**config.mk**
```make
export PLATFORM = sky130hd
export DESIGN_NAME = lane_scheduler
export DESIGN_NICKNAME = d
export VERILOG_FILES = /design/src/rtl/lane_scheduler.sv
export SDC_FILE = /design/constraint.sdc
export NUM_CORES = 1
export LEC_CHECK = 0
export BUFFER_PORTS_ARGS = -buffer_cell sky130_fd_sc_hd__buf_2
export CAP_MARGIN = 20
export CORE_UTILIZATION = 49
export CTS_BUF_LIST = sky130_fd_sc_hd__clkbuf_8
export DETAILED_ROUTE_END_ITERATION = 16
export PLACE_DENSITY = 0.83
export SETUP_SLACK_MARGIN = 0.2
export SLEW_MARGIN = 20
export SYNTH_ARGS = -nofsm -noshare
export SYNTH_HDL_FRONTEND = slang
export SYNTH_SLANG_ARGS = --single-unit
```
**constraint.sdc**
```tcl
create_clock -name clk -period 3.7 [get_ports clk]
set_input_delay 0.185 -clock clk [delete_from_list [all_inputs] [get_ports clk]]
set_output_delay 0.185 -clock clk [all_outputs]
set_load 0.03 [all_outputs]
```
**src/rtl/lane_scheduler.sv**
```systemverilog
// lane_scheduler
//   Order-preserving dispatcher/collector that spreads one request stream over
//   LANES external multiplier lanes and returns responses strictly in request
//   order. Each accepted request goes to the first ready lane in rotating
//   priority; the chosen lane index is queued in an order FIFO whose head
//   selects which lane may deliver next.
//
// Ports
//   clk, rst        single clock, synchronous active-high reset
//   in_valid/in_ready/in_data            upstream request ({b, a})
//   lane_in_valid/lane_in_ready          one-hot per-lane request handshake
//   lane_in_data                         request broadcast to every lane
//   lane_out_valid/lane_out_ready        one-hot per-lane response handshake
//   lane_out_data                        lane i at [i*2*WIDTH +: 2*WIDTH]
//   out_valid/out_ready/out_data         in-order response stream
//   inflight                             accepted but not yet delivered count
module lane_scheduler #(
  parameter int LANES            = 2,
  parameter int WIDTH            = 4,
  parameter int ORDER_DEPTH_BITS = 2
) (
  input  logic                         clk,
  input  logic                         rst,
  input  logic                         in_valid,
  input  logic [2*WIDTH-1:0]           in_data,
  output logic                         in_ready,
  output logic [LANES-1:0]             lane_in_valid,
  output logic [2*WIDTH-1:0]           lane_in_data,
  input  logic [LANES-1:0]             lane_in_ready,
  input  logic [LANES-1:0]             lane_out_valid,
  input  logic [LANES*2*WIDTH-1:0]     lane_out_data,
  output logic [LANES-1:0]             lane_out_ready,
  output logic                         out_valid,
  output logic [2*WIDTH-1:0]           out_data,
  input  logic                         out_ready,
  output logic [ORDER_DEPTH_BITS:0]    inflight
);

  localparam int LW    = (LANES > 1) ? $clog2(LANES) : 1;
  localparam int DW    = 2 * WIDTH;
  localparam int DEPTH = 1 << ORDER_DEPTH_BITS;
  localparam int PW    = ORDER_DEPTH_BITS + 1;

  logic [LW-1:0]      rr_ptr;
  logic [LW-1:0]      grant;
  logic               any_ready;
  logic [2*LANES-1:0] ready_rot;

  logic [LW-1:0]      order_mem [DEPTH];
  logic [PW-1:0]      wr_ptr;
  logic [PW-1:0]      rd_ptr;
  logic               order_full;
  logic               order_empty;
  logic [LW-1:0]      head;
  logic               head_valid;

  logic               push;
  logic               pop;

  // Lane index base+off, wrapping at LANES (LANES need not be a power of two).
  function automatic logic [LW-1:0] lane_add(input logic [LW-1:0] base,
                                             input int unsigned  off);
    int unsigned s;
    s = 32'(base) + off;
    if (s >= LANES) s = s - LANES;
    return LW'(s);
  endfunction

  // Rotating-priority grant: bit i of ready_rot is the readiness of lane
  // rr_ptr+i, so the lowest set bit in the low LANES bits is the winner.
  assign ready_rot = {lane_in_ready, lane_in_ready} >> rr_ptr;

  always_comb begin
    grant     = '0;
    any_ready = 1'b0;
    for (int unsigned i = 0; i < LANES; i++) begin
      if (!any_ready && ready_rot[i]) begin
        any_ready = 1'b1;
        grant     = lane_add(rr_ptr, i);
      end
    end
  end

  // Order FIFO status; the extra pointer MSB separates full from empty.
  assign order_empty = (wr_ptr == rd_ptr);
  assign order_full  = (wr_ptr[PW-1] != rd_ptr[PW-1]) &&
                       (wr_ptr[PW-2:0] == rd_ptr[PW-2:0]);
  assign head        = order_mem[rd_ptr[PW-2:0]];

  // Dispatch side. in_ready deliberately ignores in_valid and any pop in the
  // same cycle, so a full FIFO never passes a request through.
  assign in_ready     = !rst && any_ready && !order_full;
  assign push         = in_valid && in_ready;
  assign lane_in_data = in_data;

  always_comb begin
    lane_in_valid = '0;
    for (int unsigned i = 0; i < LANES; i++) begin
      lane_in_valid[i] = push && (grant == LW'(i));
    end
  end

  // Collect side: only the head lane is ever offered ready, so a response
  // that completes early on another lane stays parked inside that lane.
  always_comb begin
    head_valid     = 1'b0;
    out_data       = '0;
    lane_out_ready = '0;
    for (int unsigned i = 0; i < LANES; i++) begin
      if (head == LW'(i)) begin
        head_valid        = lane_out_valid[i];
        out_data          = lane_out_data[i*DW +: DW];
        lane_out_ready[i] = out_ready && !order_empty && !rst;
      end
    end
  end

  assign out_valid = !rst && !order_empty && head_valid;
  assign pop       = out_valid && out_ready;

  // Index storage needs no reset: the pointers are cleared, so stale entries
  // are never read as a head after reset.
  always_ff @(posedge clk) begin
    if (push) begin
      order_mem[wr_ptr[PW-2:0]] <= grant;
    end
  end

  always_ff @(posedge clk) begin
    if (rst) begin
      rr_ptr   <= '0;
      wr_ptr   <= '0;
      rd_ptr   <= '0;
      inflight <= '0;
    end else begin
      if (push) begin
        wr_ptr <= wr_ptr + 1'b1;
        rr_ptr <= lane_add(grant, 1);
      end
      if (pop) begin
        rd_ptr <= rd_ptr + 1'b1;
      end
      case ({push, pop})
        2'b10:   inflight <= inflight + 1'b1;
        2'b01:   inflight <= inflight - 1'b1;
        default: inflight <= inflight;
      endcase
    end
  end

endmodule

```
Yosys cells after proc, flatten, opt, wreduce, memory -nomap -nowiden
Memories as Yosys holds them, arrays and structs flattened. A register that Yosys moved wholly into a read port is not among the register bits. Cells that the tools add are included.

Flip-flop bits (word level): 10. Bits in writable memories: 4. Output and inout bits: 25. Memories kept: 1.

Memories: order_mem (words 4, width 1, read ports 1, clocked after Yosys merged registers in 1, wr ports 1, line 49) `logic [LW-1:0] order_mem [DEPTH];`.

Add/sub/neg operators: 9. $lt $le $gt $ge: 3. Eq/ne operators: 5. Shift-type cells: 1. Mux-type cells: 16. Bitwise gates (word level): 1. Reduce and logical (&&, ||, !) cells: 17.

Operators with widths (number): 1-bit logical AND (12); 1-bit 2-to-1 mux (12); 3-bit by 1-bit adder with 3-bit output, second input constant (3); 8-bit 2-to-1 mux (1); 3-bit case mux with 2 select lines (1); 1-bit by 1-bit adder with 2-bit output, second input constant (2); 2-bit >= comparator, second input constant (2); 1-bit logical NOT (4); 2-bit 2-to-1 mux (2); 4-bit by 1-bit right shift with 2-bit output (1); 3-bit equality test (1); 1-bit subtractor, second input constant (3); 3-bit by 1-bit subtractor with 3-bit output, second input constant (1); 2-bit by 1-bit equality test with 1-bit output, second input constant (1); 2-bit equality test (1); 2-bit equality test, second input constant (1); 1-bit by 2-bit >= comparator with 1-bit output, second input constant (1); 2-bit nonzero test (1); 1-bit != test (1); 1-bit NOT (1).

Depth between registers and ports, before layout
Depth in word-level cells: 10. Mapped depth: 9. Depth with buffers taken out: 9.

Worst setup path after synthesis
OpenSTA, ideal clock, no wires.

Kind: register to register. Start: register (tool-made name). End: register inflight[2]. Setup time: 71 ps. Data arrival time: 2446 ps. Data required time: 3629 ps. Path slack: 1183 ps. Cell stages (with the launch flop): 10. Buffers on the path: 0. Clock period less this slack: 2517 ps. Path through: dfxtp_1 > mux4_2 > mux2i_2 > nor3_2 > ha_1 > inv_1 > fa_1 > xor2_1 > or3_1 > a21oi_1.

RTL lines: to (signal assigned) (line 144) `2'b10: inflight <= inflight + 1'b1;`; to (signal assigned) (line 145) `2'b01: inflight <= inflight - 1'b1;`; to (signal assigned) (line 146) `default: inflight <= inflight;`; to (decl) (line 36) `output logic [ORDER_DEPTH_BITS:0] inflight`.

==> run metrics <==
run status=complete, no violations; global route overflow=0; fraction of the mapped netlist area in simple logic gates=12.23%; total number of vias=859; worst-case setup margin in the final layout=867.9 ps; chip height=48.15 um; instance area after placement=1206 um2; met2 Resource Use GR=37.07%; clock tree root buffer cell=sky130_fd_sc_hd__clkbuf_8; mean instance size in the synthesized netlist=9.938 um2; area taken by multi-input logic gates=578.1 um2; Fmax achieved=0.3531 GHz; actual transition at the worst max-transition pin=627.8 ps; met1 track demand over resource in global routing=21.21%; r2r setup slk=870 ps; internal power summed over all cells=0.3104 mW; library cell with the highest instance count after synthesis=sky130_fd_sc_hd__dfxtp_1; number of synthesized register bits=16; DR DRC count=0; Routability Congestion=0.7742; CTS clock-pin slew for the worst setup and hold paths=60 ps; logic gate share of total power=28.0%; overall track demand over capacity in global routing=19.71%; CP arrival=3020 ps; combined area of all synthesized cells=1044 um2; largest cells by area after synthesis=sky130_fd_sc_hd__dfxtp_1, sky130_fd_sc_hd__edfxtp_1, sky130_fd_sc_hd__mux2_2; leading cell types by count after synthesis=sky130_fd_sc_hd__dfxtp_1, sky130_fd_sc_hd__inv_1, sky130_fd_sc_hd__buf_4, sky130_fd_sc_hd__mux2_2, sky130_fd_sc_hd__nor2_1; total design power=0.4574 mW; I/O Buffers=40; Placed Cells=161; number of core rows=16; Pre-Repair DR Iteration Count=4; first-pass GRT wire length=3.049 mm; final cell area excluding filler cells=1247 um2; number of nets still failing antenna checks after routing=0; Pins Over Slew Limit=0; utilization of the core after routing=62.94%; min Tclk post-route=2832 ps; post_cts resized=0; maximum vdd ir drop=289.5 uV; number of DRC markers after the initial detailed-route iteration=12; post-synth top area cell=sky130_fd_sc_hd__dfxtp_1; largest family of logic cells by synthesized area=multiplexers; vias in the first global route=768; sequential fraction of the synthesis area=34.53%; pin count of the biggest net entering global routing=18; Boundary Pins=57; number of hold-repair buffers added at the cts stage=0; share of the clock period used by the worst path after layout=76.54%; startpoint type of the worst setup path=register; Switching Fraction=32.15%; Starting Density=52.65%; mean routed wirelength per cell=13.36 um; CTS tree=built; Async SR Flop Fraction=0%; type of destination of the critical path=register; power density over the cells=366.7 nW/um2; fraction of post-synthesis cell area in the top cell type by area=23.02%; Static Leak=0.5647 nW; Most Crowded Layer GR=met2; synthesized net count=144; post-route setup TNS=0 ps; chip width=48.15 um; worst relative slew slack=57.77%; net switching power=0.1471 mW; FF/Latch Area=360.3 um2; fraction of final layout cells with drive strength greater than 1=41.61%; Distinct cells, synth=32; number of diodes added for antenna fixing=0; classification of the worst setup path=reg2reg; nets=178; CTS Buf Count=3; number of max-cap violations=0; total setup buffers inserted after CTS=0; total number of clock tree sinks=16; met3 routing resource usage after global routing=3.704%; share of synthesized area spent on multiplexers=15.47%; required time of the critical path=3890 ps; clock network latency to the later pin of the worst-skew pair=250 ps; initial antenna violation count=0; hold slack=183.4 ps; warnings from Yosys=0; total setup violations reported at the end of the flow=0; most frequently used flop master after synthesis=sky130_fd_sc_hd__dfxtp_1; number of filler instances in the final layout=166; detailed-route wire length=2.191 mm; xor and xnor area share after synthesis=7.554%; DP Worst Slack=868.8 ps; maximum number of buffers from clock root to sink=2; area of the core region=1982 um2; # H-tree levels=1; post-synthesis instance total=105; number of standard cells in the final layout excluding fillers=164; Layout Area Growth over Synthesis=19.54%; Hold Path Class=in2reg; proportion of power drawn by flip-flops and latches=43.3%; total count of hold-check failures in the final report=0; Adder-Cell Fraction of Synth Area=9.113%; number of enable flip-flop cells after synthesis=4; Die Area=2318 um2; clock tree skew after final layout=4.416 ps; compound-gate portion of the synthesized area=11.03%; unrepaired setup endpoints after global routing=false; drt via density=5.238; Clock power frac=28.7%; half-perimeter wire length after detailed placement=1.719 mm; critical-path maximum fanout=11
-- worst max-delay path, cell delays in order, from the launching register on --
cell and delay [ps]:
sky130_fd_sc_hd__edfxtp_1 370, sky130_fd_sc_hd__mux4_2 610, sky130_fd_sc_hd__mux2i_2 250, sky130_fd_sc_hd__nor3_2 280, sky130_fd_sc_hd__ha_1 230, sky130_fd_sc_hd__inv_1 60
sky130_fd_sc_hd__fa_1 370, sky130_fd_sc_hd__xor2_1 170, sky130_fd_sc_hd__or3_1 300, sky130_fd_sc_hd__a21oi_1 130
-- cell type report --
type                    count  share of cell area [%]
well taps                  27                   2.708
clock buffers               3                   3.310
inverters                   9                   2.708
flip-flops and latches     16                   28.89
repair buffers             40                   16.05
multi-input cells          69                   46.34
-- metal layers --
layer | part of all wire (%) | vias up
li1 | - | 427
met1 | 43 | 386
met2 | 49 | 42
met3 | 6.6 | 4
met4 | 1.4 | 0
met5 | 0 | -
-- power by group through the flow --
stage | Combinational, mW | Sequential, mW | Clock [mW]
finish | 0.128 | 0.198 | 0.131
global route | 0.140 | 0.200 | 0.139
CTS | 0.129 | 0.198 | 0.132
detailed placement | 0.127 | 0.202 | 0
global placement | 0.124 | 0.201 | 0
floorplan | 0.104 | 0.205 | 0
-- cells in the final DEF (no fill, tap or decap), types with 2 or more instances in the layout --
master | netlist | final
sky130_fd_sc_hd__buf_2 | 0 | 40
sky130_fd_sc_hd__dfxtp_1 | 12 | 12
sky130_fd_sc_hd__inv_1 | 9 | 9
sky130_fd_sc_hd__mux2_2 | 8 | 8
sky130_fd_sc_hd__nor2_1 | 7 | 7
sky130_fd_sc_hd__a21oi_1 | 6 | 6
sky130_fd_sc_hd__ha_1 | 6 | 6
sky130_fd_sc_hd__xor2_1 | 5 | 5
sky130_fd_sc_hd__xnor2_1 | 4 | 4
sky130_fd_sc_hd__and3_1 | 4 | 4
sky130_fd_sc_hd__edfxtp_1 | 4 | 4
sky130_fd_sc_hd__nand2_1 | 3 | 3
sky130_fd_sc_hd__nor3_1 | 3 | 3
sky130_fd_sc_hd__a311oi_1 | 3 | 3
sky130_fd_sc_hd__clkbuf_8 | 0 | 3
sky130_fd_sc_hd__o21ai_0 | 2 | 2
sky130_fd_sc_hd__or3_1 | 2 | 2
sky130_fd_sc_hd__mux2i_1 | 2 | 2
-- logic make-up after synthesis --
group                    Yosys count
flip-flops                        16
multiplexers                      13
XOR/XNOR                           9
buffers and inverters             20
adder cells (fa/ha/maj)            7
AO/OA/AOI/OAI                     16
AND/OR/NAND/NOR                   24
-- final timing paths --
path | startpoint | to | depth (start not counted)
setup reg to reg | order_mem[0] | inflight[2] | 9
hold / removal | lane_in_ready[1] | rr_ptr | 2
setup / recovery | order_mem[0] | inflight[2] | 9
hold reg to reg | inflight[2] | inflight[2] | 2
Note: power is estimated with default switching activity, not from simulation.
